[config.mk]
export PLATFORM = sky130hd
export DESIGN_NAME = pgcb_burst_sched_flat
export DESIGN_NICKNAME = d
export VERILOG_FILES = /design/src/rtl/pgcb_burst_sched_if.sv /design/src/rtl/pgcb_burst_sched.sv /design/src/flat_wrapper.sv
export SDC_FILE = /design/constraint.sdc
export NUM_CORES = 1
export LEC_CHECK = 0
export BUFFER_PORTS_ARGS = -buffer_cell sky130_fd_sc_hd__buf_2
export CORE_UTILIZATION = 25
export DETAILED_ROUTE_END_ITERATION = 12
export GPL_TIMING_DRIVEN = 1
export REMOVE_ABC_BUFFERS = 1
export SLEW_MARGIN = 15
export SYNTH_ARGS = -nofsm -noshare
export SYNTH_HDL_FRONTEND = slang
export SYNTH_SLANG_ARGS = --single-unit
[constraint.sdc]
create_clock -name clk -period 3.5 [get_ports clk]
set_clock_uncertainty 0.2 [all_clocks]
set_input_delay 0 -clock clk [delete_from_list [all_inputs] [get_ports clk]]
set_output_delay 0 -clock clk [all_outputs]
set_load 0.005 [all_outputs]
[src/rtl/pgcb_burst_sched_if.sv]
// Bundle between the burst scheduler, its requesters (req/len/gnt/done/err/busy/pcnt)
// and the shared pulse-generator/counter chain (pg_trg/pg_rdy/pg_pout).
interface pgcb_burst_sched_if #(
   parameter int unsigned NREQ   = 4,
   parameter int unsigned LEN_W  = 8,
   parameter int unsigned PCNT_W = 8
);
   logic [NREQ-1:0]       req;
   logic [NREQ*LEN_W-1:0] len;
   logic [NREQ-1:0]       gnt;
   logic [NREQ-1:0]       done;
   logic                  err;
   logic                  busy;
   logic [PCNT_W-1:0]     pcnt;
   logic                  pg_trg;
   logic                  pg_rdy;
   logic                  pg_pout;

   // master: requesters plus the chain; slave: the scheduler
   modport master (
      output req, len, pg_rdy, pg_pout,
      input  gnt, done, err, busy, pcnt, pg_trg
   );

   modport slave (
      input  req, len, pg_rdy, pg_pout,
      output gnt, done, err, busy, pcnt, pg_trg
   );
endinterface

[src/rtl/pgcb_burst_sched.sv]
// Round-robin burst scheduler sharing one PGCB trigger chain between NREQ requesters.
// Define PGCB_SCHED_ABORT_EN to let a granted requester end its burst early by dropping REQ.
module pgcb_burst_sched #(
   parameter int unsigned NREQ    = 4,
   parameter int unsigned LEN_W   = 8,
   parameter int unsigned TIMEOUT = 1000,
   parameter int unsigned PCNT_W  = 8
) (
   input logic               clk,
   input logic               r_n,
   pgcb_burst_sched_if.slave bus
);
   localparam int unsigned      PTR_W    = (NREQ > 1) ? $clog2(NREQ) : 1;
   localparam int unsigned      TMR_W    = $clog2(TIMEOUT + 1);
   localparam logic [TMR_W-1:0] TMR_LAST = TMR_W'(TIMEOUT - 1);
   localparam logic [PTR_W-1:0] PTR_LAST = PTR_W'(NREQ - 1);

   typedef enum logic [2:0] {IDLE, GRANT, FIRE, WAIT, FIN} state_t;

   state_t            state_q, state_d;
   logic [NREQ-1:0]   gnt_q, gnt_d;
   logic [PTR_W-1:0]  rr_q, rr_d;
   logic [LEN_W-1:0]  rem_q, len_win;
   logic [TMR_W-1:0]  timer_q;
   logic [PCNT_W-1:0] pcnt_q;
   logic              trg_q, tmo_q, rdy_q, pout_q;
   logic              rdy_rise, pout_rise;
   logic              win_vld;
   logic [PTR_W-1:0]  win, cand;
   int unsigned       idx;
   logic              do_grant, do_fire, do_dec, do_tmo;
   logic              stop_after_shot;

   assign rdy_rise  = bus.pg_rdy  & ~rdy_q;
   assign pout_rise = bus.pg_pout & ~pout_q;

   // First set request at or above the rr pointer, wrapping once around
   always_comb begin
      win_vld = 1'b0;
      win     = '0;
      idx     = 0;
      cand    = '0;
      for (int unsigned k = 0; k < NREQ; k++) begin
         idx = 32'(rr_q) + k;
         if (idx >= NREQ) idx = idx - NREQ;
         cand = PTR_W'(idx);
         if (!win_vld && bus.req[cand]) begin
            win_vld = 1'b1;
            win     = cand;
         end
      end
   end

   always_comb begin
      gnt_d   = '0;
      len_win = '0;
      for (int unsigned k = 0; k < NREQ; k++) begin
         if (PTR_W'(k) == win) begin
            gnt_d[k] = 1'b1;
            len_win  = bus.len[k*LEN_W +: LEN_W];
         end
      end
      rr_d = (win == PTR_LAST) ? '0 : win + 1'b1;
   end

`ifdef PGCB_SCHED_ABORT_EN
   logic own_req, abort_q;

   assign own_req         = |(bus.req & gnt_q);
   // A drop seen at any point in WAIT ends the burst once the shot in flight returns
   assign stop_after_shot = abort_q | ~own_req;

   always_ff @(posedge clk or negedge r_n) begin
      if (!r_n) begin
         abort_q <= 1'b0;
      end else if (do_grant) begin
         abort_q <= 1'b0;
      end else if (state_q == WAIT && !own_req) begin
         abort_q <= 1'b1;
      end
   end
`else
   assign stop_after_shot = 1'b0;
`endif

   always_ff @(posedge clk or negedge r_n) begin
      if (!r_n) state_q <= IDLE;
      else      state_q <= state_d;
   end

   always_comb begin
      state_d  = state_q;
      do_grant = 1'b0;
      do_fire  = 1'b0;
      do_dec   = 1'b0;
      do_tmo   = 1'b0;
      unique case (state_q)
         IDLE: begin
            if (win_vld) begin
               do_grant = 1'b1;
               state_d  = GRANT;
            end
         end
         GRANT: state_d = (rem_q == '0) ? FIN : FIRE;
         FIRE: begin
`ifdef PGCB_SCHED_ABORT_EN
            if (!own_req) begin
               state_d = FIN;
            end else
`endif
            if (bus.pg_rdy) begin
               do_fire = 1'b1;
               state_d = WAIT;
            end
         end
         WAIT: begin
            // A returning shot wins over a timeout landing in the same cycle
            if (rdy_rise) begin
               do_dec  = 1'b1;
               state_d = (rem_q == LEN_W'(1) || stop_after_shot) ? FIN : FIRE;
            end else if (timer_q == TMR_LAST) begin
               do_tmo  = 1'b1;
               state_d = FIN;
            end
         end
         FIN:     state_d = IDLE;
         default: state_d = IDLE;
      endcase
   end

   always_ff @(posedge clk or negedge r_n) begin
      if (!r_n) begin
         gnt_q   <= '0;
         rr_q    <= '0;
         rem_q   <= '0;
         timer_q <= '0;
         pcnt_q  <= '0;
         trg_q   <= 1'b0;
         tmo_q   <= 1'b0;
         rdy_q   <= 1'b0;
         pout_q  <= 1'b0;
      end else begin
         rdy_q  <= bus.pg_rdy;
         pout_q <= bus.pg_pout;
         trg_q  <= do_fire;
         if (do_grant) begin
            gnt_q  <= gnt_d;
            rem_q  <= len_win;
            rr_q   <= rr_d;
            pcnt_q <= '0;
            tmo_q  <= 1'b0;
         end else begin
            if (state_q == FIN) gnt_q <= '0;
            if (do_dec)         rem_q <= rem_q - 1'b1;
            if (do_tmo)         tmo_q <= 1'b1;
            if (state_q != IDLE && pout_rise && pcnt_q != '1) pcnt_q <= pcnt_q + 1'b1;
         end
         if (do_fire)              timer_q <= '0;
         else if (state_q == WAIT) timer_q <= timer_q + 1'b1;
      end
   end

   assign bus.gnt    = gnt_q;
   assign bus.busy   = (state_q != IDLE);
   assign bus.done   = (state_q == FIN) ? gnt_q : '0;
   assign bus.err    = (state_q == FIN) & tmo_q;
   assign bus.pcnt   = pcnt_q;
   assign bus.pg_trg = trg_q;
endmodule

[src/flat_wrapper.sv]
// flat-port wrapper written by rule: the top's interface ports become plain ports
module pgcb_burst_sched_flat 
#(
   parameter int unsigned NREQ    = 4,
   parameter int unsigned LEN_W   = 8,
   parameter int unsigned TIMEOUT = 1000,
   parameter int unsigned PCNT_W  = 8
)
  (clk, r_n, bus_req, bus_len, bus_pg_rdy, bus_pg_pout, bus_gnt, bus_done, bus_err, bus_busy, bus_pcnt, bus_pg_trg);
  pgcb_burst_sched_if #(.NREQ(NREQ), .LEN_W(LEN_W), .PCNT_W(PCNT_W)) bus_i ();
  input logic clk;
  input logic r_n;
  input wire logic [$bits(bus_i.req)-1:0] bus_req;
  input wire logic [$bits(bus_i.len)-1:0] bus_len;
  input wire logic [$bits(bus_i.pg_rdy)-1:0] bus_pg_rdy;
  input wire logic [$bits(bus_i.pg_pout)-1:0] bus_pg_pout;
  output wire logic [$bits(bus_i.gnt)-1:0] bus_gnt;
  output wire logic [$bits(bus_i.done)-1:0] bus_done;
  output wire logic [$bits(bus_i.err)-1:0] bus_err;
  output wire logic [$bits(bus_i.busy)-1:0] bus_busy;
  output wire logic [$bits(bus_i.pcnt)-1:0] bus_pcnt;
  output wire logic [$bits(bus_i.pg_trg)-1:0] bus_pg_trg;
  assign bus_i.req = bus_req;
  assign bus_i.len = bus_len;
  assign bus_i.pg_rdy = bus_pg_rdy;
  assign bus_i.pg_pout = bus_pg_pout;
  assign bus_gnt = bus_i.gnt;
  assign bus_done = bus_i.done;
  assign bus_err = bus_i.err;
  assign bus_busy = bus_i.busy;
  assign bus_pcnt = bus_i.pcnt;
  assign bus_pg_trg = bus_i.pg_trg;
  pgcb_burst_sched #(.NREQ(NREQ), .LEN_W(LEN_W), .TIMEOUT(TIMEOUT), .PCNT_W(PCNT_W)) u_core (.clk(clk), .r_n(r_n), .bus(bus_i));
endmodule
==> metrics.csv <==
metric,value,unit
Post-CTS Setup Bufs,0,
vias in the first global route,2068,
"most common cell after layout, fill and taps aside",buf_2,
reg2reg end,u_core.rem_q[4],
Flop pwr share,37.1,%
Area Growth Syn to Fin,25.9,%
antenna violations before repair,0,
layout cell share with drive strength beyond 1,25.1,%
kind of end point of the critical path,register,
Finished Cell Area,3150,um^2
max-slew violations,0,
syn_area_per_cell,9.41,um^2
ys flop type,dfrtp_1,
number of diodes,0,
fraction of power consumed by the clock network,14.5,%
Crit Reg-Reg Startpoint,u_core.rr_q[0],
simple-gate portion of the synthesized area,27.7,%
Die ar.,10400,um^2
max_cap viols,0,
placed cells,443,
worst r2r path cells,10,
Post-Synth Adder-Cell Area,4.50,%
setup TNS,0,ps
CTS sink cnt,39,
Placed Area,2870,um^2
Syn Inst Count,266,
synth unique cells,61,
Final Setup Violations,0,
I/O Buffers,58,
grt ovf,0,
"flops & latches, synth",39,
Reg area,976,um^2
post-synthesis xor/xnor area fraction,4.55,%
CP Launch Type,register,
switch share,42.1,%
CP Class,register to register,
deepest clock path buffer count,2,
clk root buf,clkbuf_8,
num rows,36,
most frequent cells in the layout,"buf_2 (58), dfrtp_1 (39), nand2_1 (29), nor2_1 (22), dlygate4sd3_1 (20)",
core region area,9730,um^2
Yosys top cell by area,dfrtp_1,
vias per cell,4.70,
leakage,1.47,nW
largest cells by area after synthesis,"dfrtp_1 (39%), ha_1 (4.5%), nand2_1 (4.4%)",
"CTS clk-pin slew, worst paths",80,ps
count of final hold-check violations,0,
Net Switching,0.882,mW
First-pass DRT Iterations,4,
post-synth top area share,39.0,%
final wirelength,5810,um
post-synthesis mux area share,3.70,%
die outline height,102,um
VDD IR max,0.272,mV
gpl congestion,0.773,
Fillers,1037,
critical path arrival,3260,ps
DP HPWL,4240,um
unrepaired setup endpoints after global routing,false,
main combinational cell family by area after synthesis,simple AND/OR/NAND/NOR gates,
worst reg2reg setup slack,260,ps
status,finished clean,
H-Tree Depth,2,
Cell Pwr Density,664,nW/um^2
TritonCTS buffer count,5,
Starting Density,25.7,%
Worst Hold Path EP,u_core.rr_q[0],
final cell count without fillers,471,
first-pass GRT wire length,9700,um
TritonCTS clock tree,built,
Ys Warns,0,
"Cell Area, Synth",2500,um^2
final cycle utilization of the critical path,92.5,%
DRC Markers,0,
Crit path required time,3520,ps
"EDFF count, synth",0,
combinational share of power,48.4,%
ys async rst share,100,%
DIE WIDTH,102,um
internal power,1.21,mW
fmax,0.309,GHz
gr usage total,11.6,%
DRT iter0 DRCs,72,
Final min period,3240,ps
largest net degree at the start of global routing,40,
Slew @ Worst Pin,859,ps
final total power,2.09,mW
crit path max fanout,11,
clk_lat worst skew,290,ps
I/O pins,59,
fin nets,386,
sequential share of the synthesized area,39.0,%
hold crit path type,primary input to register,
multi-input logic area,1390,um^2
hold_sp,bus_req[1],
ANT nets after route,0,
total number of vias,2213,
Synth Area in Compound Gates,15.0,%
Slew headroom,42.8,%
hold path depth,3,
drt wl/cell,12.3,um
[per-layer routing]
layer,track usage (%),wire length (um)
met1,15.5,2830
met2,19.1,2670
met3,2.53,251
met4,3.19,59
met5,0,0
[worst max-delay path by stage]
| stage | startpoint | to | depth (start not counted) |
|---|---|---|---|
| 2_1_floorplan | u_core.rr_q[0] | u_core.rem_q[1] | 9 |
| 4_1_cts | u_core.rr_q[1] | u_core.rem_q[1] | 10 |
| 3_5_place_dp | u_core.rr_q[1] | u_core.rem_q[1] | 9 |
| 5_1_grt | u_core.rr_q[0] | u_core.rem_q[5] | 10 |
| 3_3_place_gp | u_core.rr_q[0] | u_core.rem_q[1] | 9 |
| 6_report | u_core.rr_q[0] | u_core.rem_q[4] | 10 |
[Yosys cell counts, drive strengths merged (7+ instances only)]
cell type / count
inv: 11
buf: 8
clkbuf: 7
a21oi: 9
ha: 9
nand2: 30
o21ai: 7
nand3: 13
nand4: 7
xnor2: 8
dfrtp: 39
nor2: 26
mux2i: 7
and3: 8
[per-stage QoR]
stage               hold slack (ps)  util [%]  worst slack (ps)
floorplan                      -496         -              1180
global placement              -72.4      29.5              1010
detailed placement            -70.2      29.5               858
CTS                            39.5      32.4               296
global route                   66.2      32.4              1.91
finish                         46.2      32.4               262
[kinds of logic (layout without fill, tap and decap cells)]
group,after synthesis,count (layout)
DFF,39,39
AOI/OAI and AO/OA,51,51
buffers and inverters,26,98
xor gates and xnor gates,13,13
muxes,9,9
and+or+nand+nor,119,119
adders and majority gates,9,9
[layout make-up]
class	count	area share (%)
multi-input cells	201	43.9
flip-flops and latches	39	31.0
repair buffers	79	15.8
well taps	133	5.28
clock buffers	6	2.30
inverters	11	1.31
clock inverters	2	0.397
[power groups by stage]
stage / clock, mW / combinational (mW) / sequential (mW)
after floorplan: 0 / 0.680 / 0.747
after global placement: 0 / 0.906 / 0.775
after detailed placement: 0 / 0.927 / 0.784
after CTS: 0.315 / 1.02 / 0.776
after global routing: 0.332 / 1.13 / 0.798
final: 0.304 / 1.01 / 0.776
[worst max-delay path, cell delays in order (launching register included)]
cell and delay [ps]:
dfrtp_1 400, inv_1 80, a2bb2oi_1 140, o221ai_1 250, nor2_1 110, ha_1 360
nor2b_1 460, a221oi_1 160, o311a_1 350, dlygate4sd3_1 560, a21oi_1 110
[state kept, by name (all words and copies together), names as in the netlist]
name / flops
u_core.state_q: 3
u_core.timer_q: 10
u_core.bus.gnt: 4
u_core.rdy_q: 1
u_core.bus.pg_trg: 1
u_core.tmo_q: 1
u_core.bus.pcnt: 8
u_core.rem_q: 8
u_core.rr_q: 2
u_core.pout_q: 1
[timing repair]
action,4_1_cts,5_1_grt
hold buffers,20,0
endpoints found under the hold margin,51,0
endpoints found under the setup margin,0,0
resized for setup,0,0
No activity file was read; power rests on OpenSTA's default activity.
